--- config.mk ---
export PLATFORM = sky130hd
export DESIGN_NAME = xnorpop_accum_pipe
export DESIGN_NICKNAME = d
export VERILOG_FILES = /design/src/rtl/xnorpop_pkg.sv /design/src/rtl/xnorpop_lane.sv /design/src/rtl/xnorpop_accum_pipe.sv
export SDC_FILE = /design/constraint.sdc
export NUM_CORES = 1
export LEC_CHECK = 0
export CORE_MARGIN = 2
export CORE_UTILIZATION = 40
export CTS_BUF_LIST = sky130_fd_sc_hd__clkbuf_16
export CTS_CLUSTER_DIAMETER = 120
export DETAILED_ROUTE_END_ITERATION = 6
export HOLD_SLACK_MARGIN = 0.08
export PLACE_DENSITY = 0.78
export SLEW_MARGIN = 10
export SYNTH_ARGS = -nofsm -noshare
export SYNTH_HDL_FRONTEND = slang
export SYNTH_SLANG_ARGS = --single-unit
--- constraint.sdc ---
create_clock -name clk -period 4.3 [get_ports clk]
set_input_delay 0.86 -clock clk [delete_from_list [all_inputs] [get_ports clk]]
set_output_delay 0.86 -clock clk [all_outputs]
set_load 0.01 [all_outputs]
--- src/rtl/xnorpop_pkg.sv ---
// Shared constants and helpers for the xnor-popcount accumulator.
// Holds clog2, default parameters and the default per-lane count width.
package xnorpop_pkg;

    function automatic int clog2(input int v);
        int r;
        r = 0;
        while ((1 << r) < v) r++;
        return r;
    endfunction

    localparam int DEF_WIDTH = 128;
    localparam int DEF_LANES = 4;
    localparam int DEF_ACC_W = 16;

    // Lane count width for the default configuration.
    localparam int LANE_CW = clog2(DEF_WIDTH / DEF_LANES + 1);

endpackage

--- src/rtl/xnorpop_lane.sv ---
// Combinational xnor-popcount of one operand slice.
// Ports: x, y (SW-bit slices), cnt (number of equal bit positions).
module xnorpop_lane
    import xnorpop_pkg::*;
#(
    parameter int SW = DEF_WIDTH / DEF_LANES,
    parameter int CW = LANE_CW
) (
    input  logic [SW-1:0] x,
    input  logic [SW-1:0] y,
    output logic [CW-1:0] cnt
);

    always_comb begin
        cnt = '0;
        for (int i = 0; i < SW; i++) begin
            cnt = cnt + CW'(x[i] ~^ y[i]);
        end
    end

endmodule

--- src/rtl/xnorpop_accum_pipe.sv ---
// Two-stage xnor-popcount accumulator with valid/ready on both sides.
// Ports: clk, rst_n (async low); in_valid/in_ready/in_x/in_y/in_last beat
// input; out_valid/out_ready/out_sum/out_ovf vector result.
// Macro XNORPOP_SAT_EN: saturate the accumulator instead of wrapping.
module xnorpop_accum_pipe
    import xnorpop_pkg::*;
#(
    parameter int WIDTH = DEF_WIDTH,
    parameter int LANES = DEF_LANES,
    parameter int ACC_W = DEF_ACC_W
) (
    input  logic             clk,
    input  logic             rst_n,
    input  logic             in_valid,
    output logic             in_ready,
    input  logic [WIDTH-1:0] in_x,
    input  logic [WIDTH-1:0] in_y,
    input  logic             in_last,
    output logic             out_valid,
    input  logic             out_ready,
    output logic [ACC_W-1:0] out_sum,
    output logic             out_ovf
);

    localparam int SW  = WIDTH / LANES;
    localparam int LCW = clog2(SW + 1);
    localparam int BCW = clog2(WIDTH + 1);

    logic [LANES-1:0][LCW-1:0] lane_cnt;
    logic [LANES-1:0][LCW-1:0] s1_cnt;
    logic                      s1_valid;
    logic                      s1_last;
    logic                      rdy_en;

    logic [ACC_W-1:0] acc;
    logic             acc_ovf;
    logic [BCW-1:0]   beat_sum;
    logic [ACC_W:0]   sum_ext;
    logic [ACC_W-1:0] acc_next;
    logic             ovf_next;
    logic             s2_adv;
    logic             s1_take;

    for (genvar g = 0; g < LANES; g++) begin : g_lane
        xnorpop_lane #(
            .SW(SW),
            .CW(LCW)
        ) u_lane (
            .x  (in_x[g*SW +: SW]),
            .y  (in_y[g*SW +: SW]),
            .cnt(lane_cnt[g])
        );
    end

    // Only a last beat needs the output register, so only it can stall.
    assign s2_adv   = !(s1_valid && s1_last && out_valid && !out_ready);
    assign in_ready = rdy_en && (!s1_valid || s2_adv);
    assign s1_take  = in_valid && in_ready;

    always_comb begin
        beat_sum = '0;
        for (int i = 0; i < LANES; i++) begin
            beat_sum = beat_sum + BCW'(s1_cnt[i]);
        end
    end

    assign sum_ext  = {1'b0, acc} + (ACC_W+1)'(beat_sum);
    assign ovf_next = acc_ovf | sum_ext[ACC_W];

`ifdef XNORPOP_SAT_EN
    assign acc_next = sum_ext[ACC_W] ? {ACC_W{1'b1}} : sum_ext[ACC_W-1:0];
`else
    assign acc_next = sum_ext[ACC_W-1:0];
`endif

    // Ready is held low through reset and comes up on the first edge.
    always_ff @(posedge clk or negedge rst_n) begin
        if (!rst_n) begin
            rdy_en <= 1'b0;
        end else begin
            rdy_en <= 1'b1;
        end
    end

    always_ff @(posedge clk or negedge rst_n) begin
        if (!rst_n) begin
            s1_valid <= 1'b0;
            s1_last  <= 1'b0;
            s1_cnt   <= '0;
        end else if (s1_take) begin
            s1_valid <= 1'b1;
            s1_last  <= in_last;
            s1_cnt   <= lane_cnt;
        end else if (s2_adv) begin
            s1_valid <= 1'b0;
        end
    end

    always_ff @(posedge clk or negedge rst_n) begin
        if (!rst_n) begin
            acc       <= '0;
            acc_ovf   <= 1'b0;
            out_valid <= 1'b0;
            out_sum   <= '0;
            out_ovf   <= 1'b0;
        end else begin
            if (out_valid && out_ready) begin
                out_valid <= 1'b0;
            end
            if (s1_valid && s2_adv) begin
                if (s1_last) begin
                    out_valid <= 1'b1;
                    out_sum   <= acc_next;
                    out_ovf   <= ovf_next;
                    acc       <= '0;
                    acc_ovf   <= 1'b0;
                end else begin
                    acc     <= acc_next;
                    acc_ovf <= ovf_next;
                end
            end
        end
    end

endmodule
==> implementation parameters <==
Parameter                              Value

Timing
  Worst hold slack across all endpoints    0.468 ns
  Number of failing hold endpoints at the final stage    0
  Final setup viols    24
  Portion of the clock cycle consumed by the worst path in the final layout    121%
  Min cycle time layout    5.19 ns
  Slew headroom    47.3%
  Max-slew violations    0
  Pin slew with the least headroom to its limit    0.790 ns
  Setup repair after global routing missed its margin    true
  Max Fclk    193 MHz
  Setup clock skew after layout    0.00710 ns
  Setup slack of the critical path after layout    -0.887 ns

Logic synthesis
  Share of synthesized registers carrying an async set or reset    100%
  Post-synthesis area per instance    10.2 sq um
  Largest cells by area after synthesis    fa_1 (31%), dfrtp_1 (21%), xnor2_1 (9.7%), xor2_1 (8.3%), inv_1 (7.6%)
  EDFF count, synth    0
  Library cell occupying the most area in the post-synthesis netlist    fa_1
  Flip-flop and latch count after synthesis    62
  Primary flip-flop cell chosen by synthesis mapping    dfrtp_1
  Post-synthesis cell area    7400 sq um
  Number of warnings issued by yosys    0
  Cells after synthesis    726
  Share of the synthesized area in the top cell type    30.6%
  Sequential area share after synthesis    21.0%
  Number of different library cells in the post-synthesis netlist    42
  Net count after synthesis    1,141

Run status
  Failing checks    design-rule violations, negative setup slack
  Status    finished, violations left

CTS
  Clock latency at the later pin of the worst-skew pair    0.33 ns
  Total clock sinks    62
  Count of hold-fix buffers inserted at cts    0
  Number of buffers created by CTS    9
  CTS clock-pin slew for the worst setup and hold paths    0.05 ns
  Clock Tree Buf Depth    2
  Total number of H-tree levels    3
  Master cell of the clock root buffer    clkbuf_16
  TritonCTS clock tree    yes

Worst setup path
  Critical path data arrival time    5.37 ns
  Crit path launch type    primary input
  Endpoint class of the critical path    register
  Setup Crit Path Kind    primary input to register
  Largest fanout of any net on the critical path    2
  CP required    4.49 ns

Drt
  Vias per std cell    4.53
  Post-DRT Antenna Nets    0
  DR pass1 iterations    6
  Detail-routed net length per standard cell    13.7 um
  Total number of vias    5,709
  DRC errors left    3
  Total routed wirelength    17.2 mm
  First-iteration detailed-routing DRC count    82

Floorplan
  Number of rows in the core area    49
  Die boundary height    140 um
  Die area    19,600 sq um
  Horizontal die dimension    140 um
  Initial Util    40.9%
  Core area    18,100 sq um
  Num ports    280

Finish
  Fill cell total of the finished layout    1,503
  Share of layout cells above drive strength 1    26.5%
  Synth-to-layout area growth    49.4%
  Sequential cell area    1550 sq um
  Final-stage net count    1,442
  Area of the multi-input gates    5790 sq um
  N_diodes    0

GRT
  First-pass GRT wire length    29.6 mm
  Sum of overflow across all layers after global routing    0
  Tot GR Track Use    18.7%
  Number of antenna violations at the first check in global routing    0
  Pin count of the biggest net entering global routing    45
  Vias in the first global route    6,572

Placement
  Final Wtd Congestion    0.814
  IO Port Bufs    279
  DP HPWL    15.3 mm

Worst hold path
  Min-delay worst type    register to register

Job
  Max Cap Viol    0
[final timing paths]
check	to	slack [ns]	from	depth (start not counted)
max	s1_cnt[10]$_DFFE_PN0P_	-0.89	in_x[39]	16
min	acc[1]$_DFFE_PN0P_	0.47	acc[1]$_DFFE_PN0P_	2
max reg2reg	acc[13]$_DFFE_PN0P_	0.57	s1_cnt[13]$_DFFE_PN0P_	12
min reg2reg	acc[1]$_DFFE_PN0P_	0.47	acc[1]$_DFFE_PN0P_	2
max in group asynchronous	s1_cnt[14]$_DFFE_PN0P_	2.85	rst_n	2
min in group asynchronous	out_sum[15]$_DFFE_PN0P_	0.58	rst_n	1
[synthesized netlist by cell type (4+ instances only)]
cell type / n
clkbuf_1: 4
xnor2_1: 82
fa_1: 113
xor2_1: 70
buf_2: 5
a21oi_1: 21
ha_1: 41
nand3_1: 5
mux2_2: 10
inv_1: 150
dfrtp_1: 62
nor2b_1: 4
nand2_1: 56
a21o_1: 10
o21ai_0: 41
nand4_1: 7
nor2_1: 5
[layout make-up]
cell class | count | area share [%]
Inverter | 151 | 5.13
Timing Repair Buffer | 302 | 23.6
Clock buffer | 9 | 2.04
Sequential cell | 62 | 14.0
Multi-Input combinational cell | 501 | 52.4
Clock inverter | 6 | 0.215
Tap cell | 229 | 2.59
[cell families (layout without fill, tap and decap cells)]
logic type,Yosys count,in the layout,share of synthesized area (%)
buffers and inverters,163,468,8.61
adders and majority gates,154,154,37.5
xor gates and xnor gates,152,152,18.0
AOI/OAI and AO/OA,95,95,7.90
and+or+nand+nor,87,87,5.19
DFF,62,62,21.0
muxes,12,12,1.79
other,1,1,0.0507
[layout by cell type, fill, tap and decap left out, drive strengths merged, types with 18 or more instances in the layout]
master / netlist / layout
clkdlybuf4s50: 0 / 158
inv: 151 / 154
buf: 8 / 117
fa: 113 / 113
xnor2: 82 / 82
xor2: 70 / 70
dfrtp: 62 / 62
nand2: 57 / 57
o21ai: 45 / 45
ha: 41 / 41
a21oi: 21 / 21
clkdlybuf4s15: 0 / 18
clkbuf: 4 / 18
[layer usage]
layer  wire, um  global-route usage (%)
met5          0                       0
met4        326                    5.16
met3        711                    2.87
met2       9790                    36.6
met1       6380                    20.8
[per-stage QoR]
| step | cell area, sq um | worst slack, ns | setup TNS, ns | util [%] | std cells |
|---|---|---|---|---|---|
| final | 11100 | -0.887 | -14.72 | 61.1 | 1260 |
| after global routing | 11100 | -1.04 | -17.96 | 61.1 | 1260 |
| after floorplan | 7550 | -0.909 | -16.54 | - | 726 |
| after global placement | 10700 | -1.52 | -31.59 | 59.3 | 1243 |
| after CTS | 11000 | -0.902 | -15.67 | 60.7 | 1259 |
| after detailed placement | 10700 | -1.61 | -33.02 | 59.3 | 1243 |
[critical path, stage by stage]
cell,delay (ns)
clkdlybuf4s15_1,0.20
xnor2_2,0.16
fa_1,0.53
fa_2,0.46
fa_2,0.59
fa_2,0.44
inv_2,0.07
fa_2,0.43
fa_2,0.54
inv_2,0.04
ha_4,0.16
fa_2,0.36
a21o_1,0.18
a21oi_2,0.13
xor2_1,0.15
o21ai_1,0.07
[timing repair]
item	CTS	global route
setup buffers	2	1
gates resized for setup	492	50
pin swaps	85	44
setup endpoints to repair	24	24
[sequential cells by signal (all words and copies together) (netlist names)]
register   count
out_ovf        1
out_sum       16
rdy_en         1
acc_ovf        1
out_valid      1
acc           16
s1_valid       1
s1_last        1
s1_cnt        24
Power is not shown: default switching activity piles up to over one toggle a cycle in this logic, so the estimate is an artifact.
